==> src/rtl/pool_scheduler.sv <==
// pool_scheduler: 2x2 stride-2 max-pooling read/write sequencer.
// Fetches each window's four pixels through a 1-cycle-latency read port,
// keeps a signed running maximum and writes one pooled result per window
// through a ready-qualified write port.
// Optional build macro: POOL_RELU_EN -- clamps each pooled result at zero
// (fused ReLU); timing is the same with and without it.
module pool_scheduler #(
    parameter int MAP_W = 8,
    parameter int MAP_H = 8,
    parameter int DW    = 8,
    parameter int AW    = 6
) (
    input  logic          clk,
    input  logic          reset_n,
    input  logic          p_load,
    output logic          rd_req,
    output logic [AW-1:0] rd_addr,
    input  logic [DW-1:0] rd_data,
    output logic          wr_en,
    output logic [AW-1:0] wr_addr,
    output logic [DW-1:0] wr_data,
    input  logic          wr_ready,
    output logic          done_p,
    output logic          busy
);

    // Window grid; an odd trailing row/column simply falls outside it.
    localparam int WIN_X = MAP_W / 2;
    localparam int WIN_Y = MAP_H / 2;
    localparam int CW    = (WIN_X > 1) ? $clog2(WIN_X) : 1;
    localparam int RW    = (WIN_Y > 1) ? $clog2(WIN_Y) : 1;
    localparam logic [CW-1:0] COL_LAST = CW'(WIN_X - 1);
    localparam logic [RW-1:0] ROW_LAST = RW'(WIN_Y - 1);

    typedef enum logic [3:0] {
        IDLE, RD0, RD1, RD2, RD3, CAP, WR, DONE, HOLD
    } state_t;

    state_t               r_state;
    logic [RW-1:0]        r_row;
    logic [CW-1:0]        r_col;
    logic [AW-1:0]        r_out_idx;
    logic signed [DW-1:0] r_acc;
    logic                 r_rd_req;
    logic [AW-1:0]        r_rd_addr;
    logic                 r_wr_en;
    logic [DW-1:0]        r_wr_data;
    logic                 r_done_p;

    logic                 w_last_col;
    logic                 w_last_win;
    logic [CW-1:0]        w_col_nxt;
    logic [RW-1:0]        w_row_nxt;
    logic [AW-1:0]        w_base;
    logic [AW-1:0]        w_base_nxt;
    logic signed [DW-1:0] w_rd_s;
    logic signed [DW-1:0] w_max;
    logic signed [DW-1:0] w_result;

    // Top-left pixel address of window (row, col): 2*row*MAP_W + 2*col.
    function automatic logic [AW-1:0] win_base(input logic [RW-1:0] row,
                                               input logic [CW-1:0] col);
        int addr;
        addr = 2 * int'(row) * MAP_W + 2 * int'(col);
        return AW'(addr);
    endfunction

    // Raster-order window stepping: column first, wrap into the next row.
    assign w_last_col = (r_col == COL_LAST);
    assign w_last_win = w_last_col && (r_row == ROW_LAST);
    assign w_col_nxt  = w_last_col ? '0 : r_col + CW'(1);
    assign w_row_nxt  = w_last_col ? r_row + RW'(1) : r_row;
    assign w_base     = win_base(r_row, r_col);
    assign w_base_nxt = win_base(w_row_nxt, w_col_nxt);

    // Signed running max; strict greater-than keeps the earlier value on a tie.
    assign w_rd_s = $signed(rd_data);
    assign w_max  = (w_rd_s > r_acc) ? w_rd_s : r_acc;

    // Value presented on the write port.
`ifdef POOL_RELU_EN
    assign w_result = w_max[DW-1] ? '0 : w_max;
`else
    assign w_result = w_max;
`endif

    // All handshake outputs come straight from registers.
    assign rd_req  = r_rd_req;
    assign rd_addr = r_rd_addr;
    assign wr_en   = r_wr_en;
    assign wr_addr = r_out_idx;
    assign wr_data = r_wr_data;
    assign done_p  = r_done_p;
    assign busy    = (r_state != IDLE);

    // Sequencer FSM with registered strobes; dropping p_load mid-run aborts.
    always_ff @(posedge clk or negedge reset_n) begin
        if (!reset_n) begin
            r_state   <= IDLE;
            r_row     <= '0;
            r_col     <= '0;
            r_out_idx <= '0;
            r_acc     <= '0;
            r_rd_req  <= 1'b0;
            r_rd_addr <= '0;
            r_wr_en   <= 1'b0;
            r_wr_data <= '0;
            r_done_p  <= 1'b0;
        end else begin
            r_rd_req <= 1'b0;
            r_wr_en  <= 1'b0;
            r_done_p <= 1'b0;
            case (r_state)
                IDLE: begin
                    if (p_load) begin
                        r_state   <= RD0;
                        r_row     <= '0;
                        r_col     <= '0;
                        r_out_idx <= '0;
                        r_rd_req  <= 1'b1;
                        r_rd_addr <= '0;
                    end
                end
                RD0: begin
                    if (!p_load) begin
                        r_state <= IDLE;
                    end else begin
                        r_state   <= RD1;
                        r_rd_req  <= 1'b1;
                        r_rd_addr <= w_base + AW'(1);
                    end
                end
                RD1: begin
                    if (!p_load) begin
                        r_state <= IDLE;
                    end else begin
                        r_state   <= RD2;
                        r_acc     <= w_rd_s;
                        r_rd_req  <= 1'b1;
                        r_rd_addr <= w_base + AW'(MAP_W);
                    end
                end
                RD2: begin
                    if (!p_load) begin
                        r_state <= IDLE;
                    end else begin
                        r_state   <= RD3;
                        r_acc     <= w_max;
                        r_rd_req  <= 1'b1;
                        r_rd_addr <= w_base + AW'(MAP_W + 1);
                    end
                end
                RD3: begin
                    if (!p_load) begin
                        r_state <= IDLE;
                    end else begin
                        r_state <= CAP;
                        r_acc   <= w_max;
                    end
                end
                CAP: begin
                    if (!p_load) begin
                        r_state <= IDLE;
                    end else begin
                        r_state   <= WR;
                        r_acc     <= w_max;
                        r_wr_data <= w_result;
                        r_wr_en   <= 1'b1;
                    end
                end
                WR: begin
                    if (!p_load) begin
                        r_state <= IDLE;
                    end else if (wr_ready) begin
                        if (w_last_win) begin
                            r_state  <= DONE;
                            r_done_p <= 1'b1;
                        end else begin
                            r_state   <= RD0;
                            r_row     <= w_row_nxt;
                            r_col     <= w_col_nxt;
                            r_out_idx <= r_out_idx + AW'(1);
                            r_rd_req  <= 1'b1;
                            r_rd_addr <= w_base_nxt;
                        end
                    end else begin
                        r_wr_en <= 1'b1;
                    end
                end
                DONE: begin
                    r_state <= HOLD;
                end
                HOLD: begin
                    if (!p_load) begin
                        r_state <= IDLE;
                    end
                end
                default: begin
                    r_state <= IDLE;
                end
            endcase
        end
    end

endmodule

==> config.mk <==
export PLATFORM = sky130hd
export DESIGN_NAME = pool_scheduler
export DESIGN_NICKNAME = d
export VERILOG_FILES = /design/src/rtl/pool_scheduler.sv
export SDC_FILE = /design/constraint.sdc
export NUM_CORES = 1
export LEC_CHECK = 0
export ABC_AREA = 0
export CAP_MARGIN = 10
export CORE_MARGIN = 2
export CORE_UTILIZATION = 40
export DETAILED_ROUTE_END_ITERATION = 12
export GPL_ROUTABILITY_DRIVEN = 0
export PLACE_DENSITY_LB_ADDON = 0.08
export SETUP_SLACK_MARGIN = 0.02
export SKIP_CTS_REPAIR_TIMING = 1
export SYNTH_ARGS = -nofsm -noshare
export SYNTH_HDL_FRONTEND = slang
export SYNTH_SLANG_ARGS = --single-unit
==> constraint.sdc <==
create_clock -name clk -period 1.7 [get_ports clk]
set_input_delay 0.34 -clock clk [delete_from_list [all_inputs] [get_ports clk]]
set_output_delay 0.34 -clock clk [all_outputs]
set_load 0.005 [all_outputs]
==> results of run 1 <==
==> worst max-delay path, delay by kind of cell <==
| family | cells | cell delay, ps |
|---|---|---|
| adder cells (fa/ha/maj) | 1 | 340 |
| AO/OA/AOI/OAI | 5 | 1060 |
| buffers and inverters | 2 | 580 |
==> kinds of logic after synthesis <==
| group | Yosys count | synth area share |
|---|---|---|
| AND/OR/NAND/NOR | 98 | 0.218 |
| AO/OA/AOI/OAI | 76 | 0.198 |
| flip-flops | 39 | 0.425 |
| buffers and inverters | 25 | 0.0490 |
| adder cells (fa/ha/maj) | 11 | 0.0599 |
| multiplexers | 8 | 0.0349 |
| XOR/XNOR | 4 | 0.0152 |
==> state kept, by name, summed over array words and instances, names as in the netlist <==
signal / cells
rd_req: 1
wr_addr: 6
done_p: 1
wr_data: 8
r_col: 2
rd_addr: 6
r_row: 2
wr_en: 1
r_state: 4
r_acc: 8
==> synth_stat cells, drive strengths merged <==
cell    instances
dfrtp          39
a31oi           1
xor2            4
nor2b           6
ha             11
nand4          11
o22ai           2
a311oi          1
mux2i           8
nor3            2
a21o            2
nor4            2
and4bb          2
nand2b          3
o21ai          39
a211o           1
nor3b           2
nand4b          1
nand2          36
and3            3
nand3b          2
nand3           8
a22oi           2
a21oi          21
o21a            1
buf             6
a32o            1
inv            12
o211ai          1
nor2           17
and2b           3
a211oi          2
a22o            2
clkbuf          7
==> layout make-up <==
type | instances | area [um2] | area share
Clock buffer | 6 | 72.6 | 0.0219
Clock inverter | 1 | 30.0 | 0.00907
Inverter | 12 | 45.0 | 0.0136
Multi-Input combinational cell | 197 | 1310 | 0.396
Sequential cell | 39 | 978 | 0.296
Tap cell | 72 | 90.1 | 0.0272
Timing Repair Buffer | 91 | 782 | 0.236
==> power by group <==
group          internal, mW  leakage [nW]  switching (mW)
combinational         0.734         0.958           0.692
clock                 0.431        0.0513           0.332
sequential             1.07         0.520          0.0949
total                  2.24          1.53            1.12
==> worst max-delay path by stage <==
stage	from	end	slack, ps	cells past startpoint
after floorplan	r_acc[1]	r_acc[0]	-110	8
after global placement	rd_data[0]	r_acc[7]	-840	9
after detailed placement	rd_data[1]	r_acc[0]	-880	8
after CTS	rd_data[1]	r_acc[0]	-590	8
after global routing	r_acc[1]	r_acc[4]	-520	8
final	rd_data[3]	r_acc[3]	-440	8
==> metal layers <==
layer	track usage	share of wire	up-vias
li1	-	-	1108
met1	0.309	0.52	1013
met3	0.0407	0.051	7
met4	0.0610	0.013	0
met5	0	0	-
met2	0.283	0.42	56
==> stage by stage <==
stage	std cells	hold slack [ps]	setup slack (ps)	total power, mW	instance area [um2]
floorplan	261	44.4	-107	1.87	2320
global placement	409	346	-844	2.42	3100
detailed placement	409	349	-885	2.43	3100
CTS	416	29.2	-586	3.20	3200
global route	418	48.3	-524	3.58	3310
finish	418	19.6	-439	3.36	3310
==> results.sh, run 1 <==
export IMPL_io_pin_count=36
export IMPL_syn2layout_area_growth_pct=44.1
export IMPL_drt_iter0_drc=95
export IMPL_via_per_inst=5.22
export IMPL_grt_pass1_vias=2054
export IMPL_syn_area_um2=2300
export IMPL_fin_ws_ps=-439
export IMPL_hp_class="input pin to asynchronous set/reset pin"
export IMPL_ys_warn_count=0
export IMPL_drive_above_1_share=0.266
export IMPL_setup_viol_count_final=16
export IMPL_drv_cap=0
export IMPL_ys_ff_latch=39
export IMPL_critPathMaxStageDelay_ps=420
export IMPL_avgSynthCellArea_um2=8.80
export IMPL_p_leak_nw=1.53
export IMPL_crit_path_end_kind="register"
export IMPL_fin_util=0.598
export IMPL_drt_total_wl_um=6050
export IMPL_syn_inst=261
export IMPL_failed_checks="negative setup slack"
export IMPL_cp_cell_sequence="clkdlybuf4s50_1 > ha_1 > o211ai_1 > a211o_1 > a21o_4 > buf_4 > o21ai_2 > o21ai_1"
export IMPL_wl_per_cell_um=14.5
export IMPL_first_pass_iters=4
export IMPL_layout_common_cells="54 x buf_4, 37 x dfrtp_1, 36 x nand2_1"
export IMPL_yosys_area_top_type_share=0.425
export IMPL_relSlewSlack=0.641
export IMPL_synthTopCellsByArea="dfrtp_1 42%, ha_1 6.0%, nand2_1 5.9%"
export IMPL_skew_ps=2.62
export IMPL_ys_types=42
export IMPL_status="complete, but fails checks"
export IMPL_max_freq_mhz=468
export IMPL_dieArea_um2=6360
export IMPL_finalHoldViolCount=0
export IMPL_ant_nets=0
export IMPL_port_buffers=35
export IMPL_overflow=0
export IMPL_root_buffer="clkbuf_8"
export IMPL_powerDensity_nw_per_um2=1010
export IMPL_cts_path_max_buffers=2
export IMPL_dp_hpwl_um=4540
export IMPL_vdd_ir_drop_max_v=0.000463
export IMPL_htreeDepth=2
export IMPL_grt_max_degree=25
export IMPL_tns_ps=-6300
export IMPL_ys_seq_area_frac=0.425
export IMPL_period_minus_slack_ps=2140
export IMPL_core_area_um2=5540
export IMPL_clk_pin_slew_worst_paths_ps=80
export IMPL_worstRegToRegCells=9
export IMPL_remaining_drc_errors=0
export IMPL_crit_path_max_fanout=7
export IMPL_rrSetupSlack_ps=-440
export IMPL_numCtsBuffers=5
export IMPL_grt_usage=0.201
export IMPL_numClockSinks=39
export IMPL_worst_ep_required_time_ps=1880
export IMPL_initial_utilization=0.415
export IMPL_synth_largest_area_cell="dfrtp_1"
export IMPL_num_rows=27
export IMPL_r2r_end="r_acc[3]"
export IMPL_rsz0062_at_grt="yes"
export IMPL_worstMarginPinSlew_ps=538
export IMPL_insertion_delay_ps=290
export IMPL_cts_tree="done"
export IMPL_syn_nets=284
export IMPL_die_w_um=79.8
export IMPL_worst_ep_arrival_time_ps=2320
export IMPL_crit_path_top_delay_cell="clkdlybuf4s50_1"
export IMPL_antenna_found_initial=0
export IMPL_period_share=1.26
export IMPL_antenna_diode_count=0
export IMPL_fillers=498
export IMPL_r2r_start="r_acc[1]"
export IMPL_vias=2184
export IMPL_die_y_um=79.8
export IMPL_final_common_cell="buf_4"
export IMPL_criticalPathCategory="input pin to register"
export IMPL_grt_pass1_wl_um=9840
export IMPL_nets=369
export IMPL_crit_path_start_kind="input pin"
export IMPL_slew_violations=0
(Power assumes the default switching activity.)
==> run 2, diff against run 1 <==
--- a/config.mk
+++ b/config.mk
@@ -9,6 +9,7 @@
 export CAP_MARGIN = 10
 export CORE_MARGIN = 2
 export CORE_UTILIZATION = 40
+export CTS_BUF_LIST = sky130_fd_sc_hd__clkbuf_2
 export DETAILED_ROUTE_END_ITERATION = 12
 export GPL_ROUTABILITY_DRIVEN = 0
 export PLACE_DENSITY_LB_ADDON = 0.08
==> run 2 against run 1 <==
  * The flow still finishes with violations (negative setup slack)
  * Power shrank 5.9%
  * Highest routed layer unchanged
  * Count of clock-buffer cells in the layout unchanged
  * Worst setup slack got worse by 20 ps
  * First-iteration DRC count up 13%
  * Largest power group unchanged
  * Die area unchanged
  * Critical path type is now register to register
==> results.sh, run 2 (same netlist as run 1, synthesis figures left out) <==
export IMPL_status="complete, but fails checks"
export IMPL_failed_checks="negative setup slack"
export IMPL_antenna_diode_count=0
export IMPL_worst_ep_required_time_ps=2010
export IMPL_worstMarginPinSlew_ps=548
export IMPL_skew_ps=3.02
export IMPL_die_y_um=79.8
export IMPL_grt_pass1_vias=2053
export IMPL_dieArea_um2=6360
export IMPL_cp_cell_sequence="inv_2 > ha_4 > nor2b_4 > o211ai_1 > a211o_1 > a21o_4 > a21oi_4 > o21ai_1"
export IMPL_slew_violations=0
export IMPL_initial_utilization=0.415
export IMPL_period_minus_slack_ps=2160
export IMPL_core_area_um2=5540
export IMPL_overflow=0
export IMPL_criticalPathCategory="register to register"
export IMPL_numCtsBuffers=5
export IMPL_root_buffer="clkbuf_2"
export IMPL_crit_path_max_fanout=8
export IMPL_drv_cap=0
export IMPL_critPathMaxStageDelay_ps=420
export IMPL_p_leak_nw=1.94
export IMPL_first_pass_iters=4
export IMPL_worst_ep_arrival_time_ps=2470
export IMPL_die_w_um=79.8
export IMPL_vdd_ir_drop_max_v=0.000477
export IMPL_hp_class="input pin to asynchronous set/reset pin"
export IMPL_io_pin_count=36
export IMPL_max_freq_mhz=463
export IMPL_crit_path_top_delay_cell="dfrtp_1"
export IMPL_whs_ps=419
export IMPL_insertion_delay_ps=400
export IMPL_ant_nets=0
export IMPL_setup_viol_count_final=17
export IMPL_relSlewSlack=0.634
export IMPL_htreeDepth=2
export IMPL_final_common_cell="buf_4"
export IMPL_port_buffers=35
export IMPL_drive_above_1_share=0.291
export IMPL_layout_common_cells="64 x buf_4, 37 x dfrtp_1, 36 x nand2_1"
export IMPL_vias=2219
export IMPL_fin_util=0.615
export IMPL_fillers=491
export IMPL_cts_path_max_buffers=2
export IMPL_numClockSinks=39
export IMPL_drt_total_wl_um=6190
export IMPL_finalHoldViolCount=0
export IMPL_nets=380
export IMPL_antenna_found_initial=0
export IMPL_cts_tree="done"
export IMPL_grt_max_degree=25
export IMPL_crit_path_end_kind="register"
export IMPL_period_share=1.27
export IMPL_num_rows=27
export IMPL_crit_path_start_kind="register"
export IMPL_dp_hpwl_um=4540
export IMPL_powerDensity_nw_per_um2=927
export IMPL_rsz0062_at_grt="yes"
export IMPL_wl_per_cell_um=14.4
export IMPL_syn2layout_area_growth_pct=48.3
export IMPL_remaining_drc_errors=0
export IMPL_clk_pin_slew_worst_paths_ps=200
export IMPL_post_place_ws_ps=-885
export IMPL_fin_ws_ps=-459
export IMPL_drt_iter0_drc=107
export IMPL_via_per_inst=5.17
export IMPL_grt_usage=0.201
export IMPL_grt_pass1_wl_um=9840
## run 2: path summary, 6_finish.rpt
| path | start | end | slack (ps) | cells past startpoint |
|---|---|---|---|---|
| min in group clk | rd_addr[5] | rd_addr[5] | 500 | 2 |
| worst max-delay path | r_acc[1] | r_acc[4] | -460 | 8 |
| worst min-delay path | reset_n | wr_addr[4] | 420 | 2 |
| worst min register to register | rd_addr[5] | rd_addr[5] | 500 | 2 |
| max in group asynchronous | reset_n | rd_addr[0] | 730 | 3 |
| worst max register to register | r_acc[1] | r_acc[4] | -460 | 8 |
## run 2: cell type report
| cell class | count | area [um2] | share of cell area |
|---|---|---|---|
| clock buffer | 6 | 30.0 | 0.00882 |
| clock inverter | 1 | 30.0 | 0.00882 |
| inverter | 12 | 45.0 | 0.0132 |
| multi-input combinational | 197 | 1320 | 0.386 |
| sequential | 39 | 978 | 0.287 |
| tap | 72 | 90.1 | 0.0265 |
| timing repair buffer | 102 | 917 | 0.269 |
## run 2: power by group
part	total (mW)	switching (mW)	internal (mW)	leakage, nW
registers	1.16	0.0890	1.07	0.520
clock network	0.564	0.316	0.248	0.0391
logic	1.43	0.698	0.735	1.38
## run 2: layer usage
metal / track usage / share of wire / up-vias
met5: 0 / 0 / -
met1: 0.309 / 0.52 / 1033
met2: 0.283 / 0.42 / 55
met3: 0.0407 / 0.050 / 9
met4: 0.0610 / 0.013 / 0
li1: - / - / 1122
## run 2: through the flow
stage / total power [mW] / instances / area (um2) / setup TNS (ps)
after detailed placement: 2.43 / 409 / 3100 / -12710
final: 3.16 / 429 / 3410 / -6430
after floorplan: 1.87 / 261 / 2320 / -1560
after global routing: 3.38 / 429 / 3410 / -7720
after CTS: 3.00 / 416 / 3160 / -7170
after global placement: 2.42 / 409 / 3100 / -12260
## run 2: critical path, delay by kind of cell, from the launching register on
family / cells / cell delay [ps]
AOI/OAI and AO/OA: 5 / 1220
adders and majority gates: 1 / 260
buffers and inverters: 1 / 50
DFF: 1 / 420
and+or+nand+nor: 1 / 120
